==> config.mk <==
export PLATFORM = sky130hd
export DESIGN_NAME = booth_mul_arbiter
export DESIGN_NICKNAME = d
export VERILOG_FILES = /design/src/rtl/booth_mul_arbiter.sv
export SDC_FILE = /design/constraint.sdc
export NUM_CORES = 1
export LEC_CHECK = 0
export ABC_CLOCK_PERIOD_IN_PS = 3550
export CORE_ASPECT_RATIO = 1.25
export CORE_MARGIN = 4
export CORE_UTILIZATION = 44
export CTS_CLUSTER_DIAMETER = 100
export CTS_CLUSTER_SIZE = 25
export DETAILED_ROUTE_END_ITERATION = 16
export PLACE_DENSITY_LB_ADDON = 0.12
export SLEW_MARGIN = 20
export SYNTH_ARGS = -nofsm -noshare
export SYNTH_HDL_FRONTEND = slang
export SYNTH_SLANG_ARGS = --single-unit
==> constraint.sdc <==
create_clock -name clk_i -period 3.55 [get_ports clk_i]
set_input_delay 0.355 -clock clk_i [delete_from_list [all_inputs] [get_ports clk_i]]
set_output_delay 0.355 -clock clk_i [all_outputs]
set_load 0.005 [all_outputs]
==> src/rtl/booth_mul_arbiter.sv <==
// Round-robin front end sharing one fixed-latency signed 8x8 Booth multiplier
// among NUM_REQ requesters; a tag pipeline routes each product back to its issuer.
module booth_mul_arbiter #(
  parameter int unsigned NUM_REQ = 4,
  parameter int unsigned MUL_LAT = 7,
  parameter int unsigned MAX_OUT = 4
) (
  input  logic                 clk_i,
  input  logic                 rst_ni,
  input  logic [NUM_REQ-1:0]   req_valid_i,
  input  logic [NUM_REQ*8-1:0] req_md_i,
  input  logic [NUM_REQ*8-1:0] req_mr_i,
  output logic [NUM_REQ-1:0]   req_ready_o,
  output logic [7:0]           mul_md_o,
  output logic [7:0]           mul_mr_o,
  input  logic [15:0]          mul_result_i,
  output logic [NUM_REQ-1:0]   rsp_valid_o,
  output logic [15:0]          rsp_result_o,
  output logic                 busy_o
);

  localparam int unsigned     TagW    = $clog2(NUM_REQ);
  localparam int unsigned     Depth   = MUL_LAT + 1;
  localparam logic [3:0]      MaxOut  = 4'(MAX_OUT);
  localparam logic [TagW-1:0] LastIdx = TagW'(NUM_REQ - 1);

  if (NUM_REQ < 2 || NUM_REQ > 8 || MAX_OUT < 1 || MAX_OUT > 15 || MUL_LAT < 1) begin : g_bad_param
    $error("booth_mul_arbiter: parameter out of range");
  end

  logic [TagW-1:0]             ptr_q, ptr_d;
  logic [NUM_REQ-1:0][3:0]     cnt_q, cnt_d;
  logic [Depth-1:0]            tag_vld_q, tag_vld_d;
  logic [Depth-1:0][TagW-1:0]  tag_q, tag_d;
  logic [7:0]                  md_q, md_d;
  logic [7:0]                  mr_q, mr_d;
  logic [NUM_REQ-1:0]          rsp_vld_q, rsp_vld_d;
  logic [15:0]                 rsp_res_q, rsp_res_d;

  logic [NUM_REQ-1:0]          elig;
  logic [NUM_REQ-1:0]          ready;
  logic [NUM_REQ-1:0]          inc;
  logic [NUM_REQ-1:0]          dec;
  logic                        grant_vld;
  logic [TagW-1:0]             grant_idx;
  logic [TagW:0]               cand;
  logic [TagW-1:0]             cand_idx;
  logic                        ret_vld;
  logic [TagW-1:0]             ret_tag;

  // Round-robin search from ptr; cand is one bit wider so the wrap is exact
  // for requester counts that are not a power of two.
  always_comb begin
    for (int unsigned i = 0; i < NUM_REQ; i++) begin
      elig[i] = req_valid_i[i] && (cnt_q[i] < MaxOut);
    end
    grant_vld = 1'b0;
    grant_idx = '0;
    cand      = '0;
    cand_idx  = '0;
    for (int unsigned off = 0; off < NUM_REQ; off++) begin
      cand = {1'b0, ptr_q} + (TagW+1)'(off);
      if (cand >= (TagW+1)'(NUM_REQ)) begin
        cand = cand - (TagW+1)'(NUM_REQ);
      end
      cand_idx = cand[TagW-1:0];
      if (!grant_vld && elig[cand_idx]) begin
        grant_vld = 1'b1;
        grant_idx = cand_idx;
      end
    end
    ready = '0;
    if (grant_vld) begin
      ready[grant_idx] = 1'b1;
    end
  end

  assign ret_vld = tag_vld_q[Depth-1];
  assign ret_tag = tag_q[Depth-1];

  always_comb begin
    ptr_d = ptr_q;
    if (grant_vld) begin
      ptr_d = (grant_idx == LastIdx) ? '0 : grant_idx + TagW'(1);
    end

    md_d = '0;
    mr_d = '0;
    if (grant_vld) begin
      md_d = req_md_i[{grant_idx, 3'b000} +: 8];
      mr_d = req_mr_i[{grant_idx, 3'b000} +: 8];
    end

    tag_vld_d = {tag_vld_q[Depth-2:0], grant_vld};
    tag_d     = {tag_q[Depth-2:0], grant_idx};

    rsp_vld_d = '0;
    rsp_res_d = rsp_res_q;
    if (ret_vld) begin
      rsp_vld_d[ret_tag] = 1'b1;
      rsp_res_d          = mul_result_i;
    end

    for (int unsigned i = 0; i < NUM_REQ; i++) begin
      inc[i]   = grant_vld && (grant_idx == TagW'(i));
      dec[i]   = ret_vld && (ret_tag == TagW'(i));
      cnt_d[i] = cnt_q[i];
      if (inc[i] && !dec[i]) begin
        cnt_d[i] = cnt_q[i] + 4'd1;
      end else if (dec[i] && !inc[i]) begin
        cnt_d[i] = cnt_q[i] - 4'd1;
      end
    end
  end

  always_ff @(posedge clk_i or negedge rst_ni) begin
    if (!rst_ni) begin
      ptr_q     <= '0;
      cnt_q     <= '0;
      tag_vld_q <= '0;
      tag_q     <= '0;
      md_q      <= '0;
      mr_q      <= '0;
      rsp_vld_q <= '0;
      rsp_res_q <= '0;
    end else begin
      ptr_q     <= ptr_d;
      cnt_q     <= cnt_d;
      tag_vld_q <= tag_vld_d;
      tag_q     <= tag_d;
      md_q      <= md_d;
      mr_q      <= mr_d;
      rsp_vld_q <= rsp_vld_d;
      rsp_res_q <= rsp_res_d;
      for (int unsigned i = 0; i < NUM_REQ; i++) begin
        assert (!(dec[i] && cnt_q[i] == 4'd0));
        assert (!(inc[i] && !dec[i] && cnt_q[i] == MaxOut));
      end
    end
  end

  assign req_ready_o  = ready;
  assign mul_md_o     = md_q;
  assign mul_mr_o     = mr_q;
  assign rsp_valid_o  = rsp_vld_q;
  assign rsp_result_o = rsp_res_q;
  assign busy_o       = (|tag_vld_q) | (|rsp_vld_q);

endmodule

Yosys cells after proc, flatten, opt, wreduce, memory -nomap -nowiden
Index checks and enable logic that the tools add are counted.
Widths: inputs -> output; s select.
{"block": "totals", "register_bits": 78, "inputBits": 86, "out_inout_bits": 41, "elab_cells": 140}
{"block": "op_classes", "n_addsub": 16, "n_lt_le_gt_ge": 16, "eq_ne": 6, "n_shift": 2, "n_mux": 37, "bitwise": 1, "n_reduce_logical": 44}
{"cell": "$shiftx 32x6->8", "n": 2}
{"cell": "$mux 4", "n": 10}
{"cell": "$logic_and 1x1->1", "n": 25}
{"cell": "$lt 2x3->1 const B", "n": 6}
{"cell": "$mux 2", "n": 9}
{"cell": "$add 4x1->4 const B", "n": 4}
{"cell": "$lt 4x3->1 const B", "n": 4}
{"cell": "$mux 8", "n": 2}
{"cell": "$sub 4x1->4 const B", "n": 4}
{"cell": "$logic_not 1->1", "n": 11}
{"cell": "$mux 1", "n": 10}
{"cell": "$ge 3x3->1 const B", "n": 3}
{"cell": "$bmux 1 s2", "n": 4}
{"cell": "$eq 2x2->1 const B", "n": 4}
{"cell": "$reduce_bool 2->1", "n": 4}
{"cell": "$reduce_or 8->1", "n": 1}
{"cell": "$sub 2x1->2 const B", "n": 4}
{"cell": "$add 2x2->3 const B", "n": 2}
{"cell": "$demux 1 s2", "n": 2}
{"cell": "$eq 2x1->1 const B", "n": 2}
{"cell": "$ge 2x1->1 const B", "n": 2}
{"cell": "$logic_not 2->1", "n": 2}
{"cell": "$reduce_or 4->1", "n": 1}
{"cell": "$add 2x1->3 const B", "n": 1}
{"cell": "other kinds (3)", "n": 3}

Depth between registers and ports, before layout
Gate-level depths: netlist of the first run.
{"block": "depth", "word_depth": 20, "depth_mapped": 16, "depth_no_buf": 15}

Least setup slack after synthesis of the first run
OpenSTA, ideal clock, no wires.
{"block": "synth_path", "path_kind": "register -> register", "start": "reg cnt_q[11] (netlist name)", "end": "reg cnt_q[15] (netlist name)", "setup_ns": 0.125, "arrival_time_ns": 2.967, "t_required_ns": 3.425, "path_slack_ns": 0.457, "stages_incl_launch_ff": 17, "path_buffers": 1, "period_less_slack_ns": 3.093, "cell_sequence": "dfrtp_1 or3b_1 o221ai_1 o21a_1 or2_2 buf_2 inv_1 ha_1 and2_1 ha_1 inv_1 ha_1 a21o_1 a21oi_1 xnor2_1 nor2_1 xor2_1"}
{"block": "synth_between", "elab_chain_len": 19, "word_cells_on_any_way": 31, "cone_classes": "1 x order compare; 1 x eq/ne; 17 x mux; 12 x reduce/logical"}
{"element": "start: declaration", "line": "32", "rtl": "logic [NUM_REQ-1:0][3:0] cnt_q, cnt_d;"}
{"element": "start signal: assignment", "line": "128", "rtl": "cnt_q <= cnt_d;"}
{"element": "$lt 4x3->1 (*)", "line": "55", "rtl": "elig[i] = req_valid_i[i] && (cnt_q[i] < MaxOut);"}
{"element": "$logic_and 1x1->1 (*)", "line": "55"}
{"element": "$bmux 1 s2", "line": "67", "rtl": "if (!grant_vld && elig[cand_idx]) begin"}
{"element": "$mux 1 (not written as such)", "line": "67"}
{"element": "$mux 1", "line": "67"}
{"element": "$logic_not 1->1", "line": "67"}
{"element": "$logic_and 1x1->1", "line": "67"}
{"element": "$mux 1", "line": "67"}
{"element": "[3 not listed]"}
{"element": "$logic_not 1->1", "line": "67"}
{"element": "$logic_and 1x1->1", "line": "67"}
{"element": "$mux 2", "line": "67"}
{"element": "$eq 2x2->1", "line": "105", "rtl": "inc[i] = grant_vld && (grant_idx == TagW'(i));"}
{"element": "$logic_and 1x1->1 (*)", "line": "105"}
{"element": "$logic_not 1->1", "line": "110", "rtl": "end else if (dec[i] && !inc[i]) begin"}
{"element": "$logic_and 1x1->1", "line": "110"}
{"element": "$reduce_bool 2->1 (no line)"}
Mark *: on every way between the ends. The rest lies on a longest branch, timed or not. The select of a mux whose other input is x is not followed.
A chain may end at the register's enable or synchronous reset.

Worst setup path in the final report of the first run
{"block": "layout_path", "start": "in req_valid_i[2]", "end": "reg cnt_q[15] (netlist name)"}
{"block": "layout_between", "elab_chain_len": 18, "word_cells_on_any_way": 30, "cone_classes": "1 x eq/ne; 17 x mux; 12 x reduce/logical"}
{"element": "start: declaration", "line": "10", "rtl": "input logic [NUM_REQ-1:0] req_valid_i,"}
{"element": "$logic_and 1x1->1 (*)", "line": "55"}
{"element": "$bmux 1 s2", "line": "67"}
{"element": "$mux 1 (not written as such)", "line": "67"}
{"element": "$mux 1", "line": "67"}
{"element": "$logic_not 1->1", "line": "67"}
{"element": "$logic_and 1x1->1", "line": "67"}
{"element": "$mux 1", "line": "67"}
{"element": "$logic_not 1->1", "line": "67"}
{"element": "[2 not listed]"}
{"element": "$logic_not 1->1", "line": "67"}
{"element": "$logic_and 1x1->1", "line": "67"}
{"element": "$mux 2", "line": "67"}
{"element": "$eq 2x2->1", "line": "105"}
{"element": "$logic_and 1x1->1 (*)", "line": "105"}
{"element": "$logic_not 1->1", "line": "110"}
{"element": "$logic_and 1x1->1", "line": "110"}
{"element": "$reduce_bool 2->1 (no line)"}
Marked as above.

==> impl_metrics.env, run 1 <==
export IMPL_crit_top_cell="ha_1"
export IMPL_cellPowerDensity_mw_per_mm2=703
export IMPL_worst_slew_pin_slew_ps=935
export IMPL_critPathLaunchType="primary input"
export IMPL_min_period_over_period_pct=88.9
export IMPL_layout_drive_gt1_share_pct=13.2
export IMPL_intPower_mw=2.41
export IMPL_placed_area_mm2=0.00479
export IMPL_crit_arrival_ps=3380
export IMPL_layout_nets=492
export IMPL_timing_fmax_ghz=0.317
export IMPL_cts_repair_resize_count=0
export IMPL_avgSynthCellArea_um2=13.6
export IMPL_critPathKind="in2reg"
export IMPL_hold_viol_final=0
export IMPL_synth_area_leaders="dfrtp_1 (57%), mux2i_1 (9.3%), mux2_2 (6.9%)"
export IMPL_synth_nets=356
export IMPL_wl_um=7110
export IMPL_h_tree_depth=3
export IMPL_finalMaxSlewViolations=0
export IMPL_path_max_fanout=5
export IMPL_grt_max_degree=79
export IMPL_cts_setup_buffers=0
export IMPL_drv_cap=0
export IMPL_die_h_um=107
export IMPL_insertion_delay_ps=340
export IMPL_fin_worst_skew_ps=8.09
export IMPL_ir_drop_mv=0.367
export IMPL_cp_slowest_cell="clkdlybuf4s50_1"
export IMPL_holdCritPathClass="in2async"
export IMPL_reg2regPathDepth=15
export IMPL_core_area_mm2=0.00749
export IMPL_synth_ff_latch_count=78
export IMPL_rsz0062_at_grt="no"
export IMPL_crit_start="req_valid_i[2]"
export IMPL_fillCellCount=611
export IMPL_cts_root_buf="clkbuf_8"
export IMPL_clockBufferDepth=2
export IMPL_slew_headroom_pct=37.7
export IMPL_r2r_start="cnt_q[11]$_DFFE_PN0P_"
export IMPL_synth_top_area_share_pct=56.8
export IMPL_die_x_um=87.0
export IMPL_drt_initial_drc_count=85
export IMPL_rrSetupSlack_ps=440
export IMPL_rr_endpoint="cnt_q[15]$_DFFE_PN0P_"
export IMPL_ys_async_sr_fraction_pct=100
export IMPL_gr_total_overflow=0
export IMPL_final_setup_tns_ps=0
export IMPL_grt_pass1_vias=2470
export IMPL_gp_congestion=0.766
export IMPL_final_area_mm2=0.00496
export IMPL_cts_sinks=78
export IMPL_comb_power_share_pct=42.9
export IMPL_path_cells="clkdlybuf4s50_1, or3b_1, o221ai_1, o21a_1, or2_2, inv_1, ha_1, and2_1, ha_1, inv_1, ha_1, a21o_1, a21oi_1, xnor2_1, nor2_1, xor2_1"
export IMPL_grt_use_total_pct=15.9
export IMPL_yosysSeqAreaShare_pct=56.8
export IMPL_drc=0
export IMPL_ys_top_cells_by_count="dfrtp_1 (78), mux2i_1 (32), mux2_2 (21)"
export IMPL_yosysTopAreaCell="dfrtp_1"
export IMPL_crit_required_ps=3780
export IMPL_clkTransAtPathRegs_ps=80
export IMPL_power_leakage_nw=2.36
export IMPL_period_minus_slack_ps=3160
export IMPL_initial_utilization_pct=45.9
export IMPL_vias=2426
export IMPL_io_buffers=126
export IMPL_cp_end_kind="register"
export IMPL_p_seq_share_pct=40.5
export IMPL_diodes=0
export IMPL_die_area_mm2=0.00929
export IMPL_syn_to_final_growth_pct=44.4
export IMPL_power_switching_mw=1.07
export IMPL_yosysMostFrequentCell="dfrtp_1"
export IMPL_via_per_inst=5.00
export IMPL_wire_per_inst_um=14.7
export IMPL_ios=127
export IMPL_ys_flop_type="dfrtp_1"
export IMPL_synth_edf_count=0
export IMPL_grt_pass1_wl_um=11400
export IMPL_slowest_delay_ps=440
export IMPL_setup_violations_final=0
export IMPL_power_frac_clock_pct=16.6
export IMPL_endpoint="cnt_q[15]$_DFFE_PN0P_"
export IMPL_synth_cell_types=36
export IMPL_swShare_pct=30.8
export IMPL_syn_inst=253
export IMPL_dp_hpwl_um=5460
export IMPL_ant_nets=0
export IMPL_antenna_found_initial=0
export IMPL_cts_buffers=9
export IMPL_drtPass1Iterations=4
export IMPL_cts_hold_buf=0
export IMPL_yosys_warnings=0
export IMPL_cts_tree="yes"
export IMPL_status="complete, no violations"
export IMPL_syn_area_mm2=0.00344
export IMPL_row_count=35
## registers in the layout (all words and copies together), names as in the netlist
register,count
cnt_q,16
rsp_result_o,16
tag_d,14
mul_md_o,8
mul_mr_o,8
tag_vld_q,8
rsp_valid_o,4
ptr_q,2
ret_tag,2
## critical path: cells and delay by family
family	cells	cell delay, ps
AO/OA/AOI/OAI	4	740
buffers and inverters	3	590
adder cells (fa/ha/maj)	3	630
AND/OR/NAND/NOR	4	780
XOR/XNOR	2	270
## metrics by stage
stage	hold slack, ps	cells	total power [mW]	worst slack [ps]	utilization, %
5_1_grt	222	485	3.77	159	66.3
3_3_place_gp	334	470	2.90	92.4	63.9
4_1_cts	188	485	3.55	389	66.3
6_report	143	485	3.49	393	66.3
2_1_floorplan	59.4	253	2.26	457	-
3_5_place_dp	335	470	2.95	20.2	63.9
## area by class of cell
cell class | count | area [um^2] | area share (%)
clock buffers | 11 | 151 | 3.05
clock inverters | 4 | 22.5 | 0.454
inverters | 12 | 45.0 | 0.908
multi-input cells | 154 | 1360 | 27.4
flip-flops and latches | 78 | 1950 | 39.3
well taps | 92 | 115 | 2.32
repair buffers | 134 | 1320 | 26.6
## routing by layer
layer	track usage [%]	part of all wire, %	routed length (um)	up-vias
li1	-	-	-	1160
met1	18.5	38	2690	1160
met2	26.7	51	3660	95
met3	5.30	9.5	673	11
met4	6.12	1.3	89	0
met5	0	0	0	-
## logic make-up (layout without fill, tap and decap cells)
kind of cell	Yosys count	count (layout)	share of synthesized area (%)
buffers and inverters	21	161	3.90
AOI/OAI and AO/OA	36	36	6.85
adders and majority gates	17	17	7.07
xor gates and xnor gates	16	16	4.08
DFF	78	78	56.8
and+or+nand+nor	32	32	5.10
muxes	53	53	16.2
## power by group through the flow
stage               Combinational, mW  Sequential [mW]  Clock, mW
floorplan                       0.847             1.41          0
global route                     1.67             1.46      0.644
CTS                              1.53             1.42      0.610
finish                           1.50             1.41      0.579
global placement                 1.48             1.41          0
detailed placement               1.52             1.43          0
## layout by cell type (no fill, tap or decap), drive strengths merged, types with 2 or more instances in the layout
master,netlist,final
inv,12,12
fa,4,4
buf,7,9
or2,2,2
nor2,8,8
clkinv,0,3
nand2,7,7
mux2i,32,32
dfrtp,78,78
o21ai,5,5
nor4,3,3
mux2,21,21
ha,13,13
o22ai,17,17
xor2,4,4
nand3,3,3
or3b,4,4
a21oi,5,5
o21a,2,2
nor3b,2,2
clkdlybuf4s50,0,125
clkbuf,2,11
a21o,4,4
xnor2,12,12
## how the worst min path moves through the flow
stage,startpoint,to,slack [ps],cells past startpoint
finish,rst_ni,rsp_result_o[11]$_DFFE_PN0P_,140,1
global route,rst_ni,rsp_result_o[11]$_DFFE_PN0P_,220,1
CTS,rst_ni,rsp_result_o[12]$_DFFE_PN0P_,190,1
detailed placement,tag_d[9]$_DFF_PN0_,tag_d[11]$_DFF_PN0_,330,0
global placement,tag_d[13]$_DFF_PN0_,tag_d[15]$_DFF_PN0_,330,0
floorplan,rst_ni,cnt_q[0]$_DFFE_PN0P_,60,0
Power figures use the tool's default switching activity.
==> inputs of run 2 (changes only) <==
--- a/config.mk
+++ b/config.mk
@@ -6,6 +6,7 @@
 export NUM_CORES = 1
 export LEC_CHECK = 0
 export ABC_CLOCK_PERIOD_IN_PS = 3550
+export CAP_MARGIN = 20
 export CORE_ASPECT_RATIO = 1.25
 export CORE_MARGIN = 4
 export CORE_UTILIZATION = 44
==> results of run 2 <==
Same layout as run 1: the final DEF is identical, and so are final timing and power.
==> inputs of run 3 (changes only) <==
--- a/config.mk
+++ b/config.mk
@@ -10,6 +10,7 @@
 export CORE_ASPECT_RATIO = 1.25
 export CORE_MARGIN = 4
 export CORE_UTILIZATION = 44
+export CTS_BUF_LIST = sky130_fd_sc_hd__clkbuf_4 sky130_fd_sc_hd__clkbuf_8 sky130_fd_sc_hd__clkbuf_16
 export CTS_CLUSTER_DIAMETER = 100
 export CTS_CLUSTER_SIZE = 25
 export DETAILED_ROUTE_END_ITERATION = 16
==> results of run 3 <==
Same layout as run 1: the final DEF is identical, and so are final timing and power.
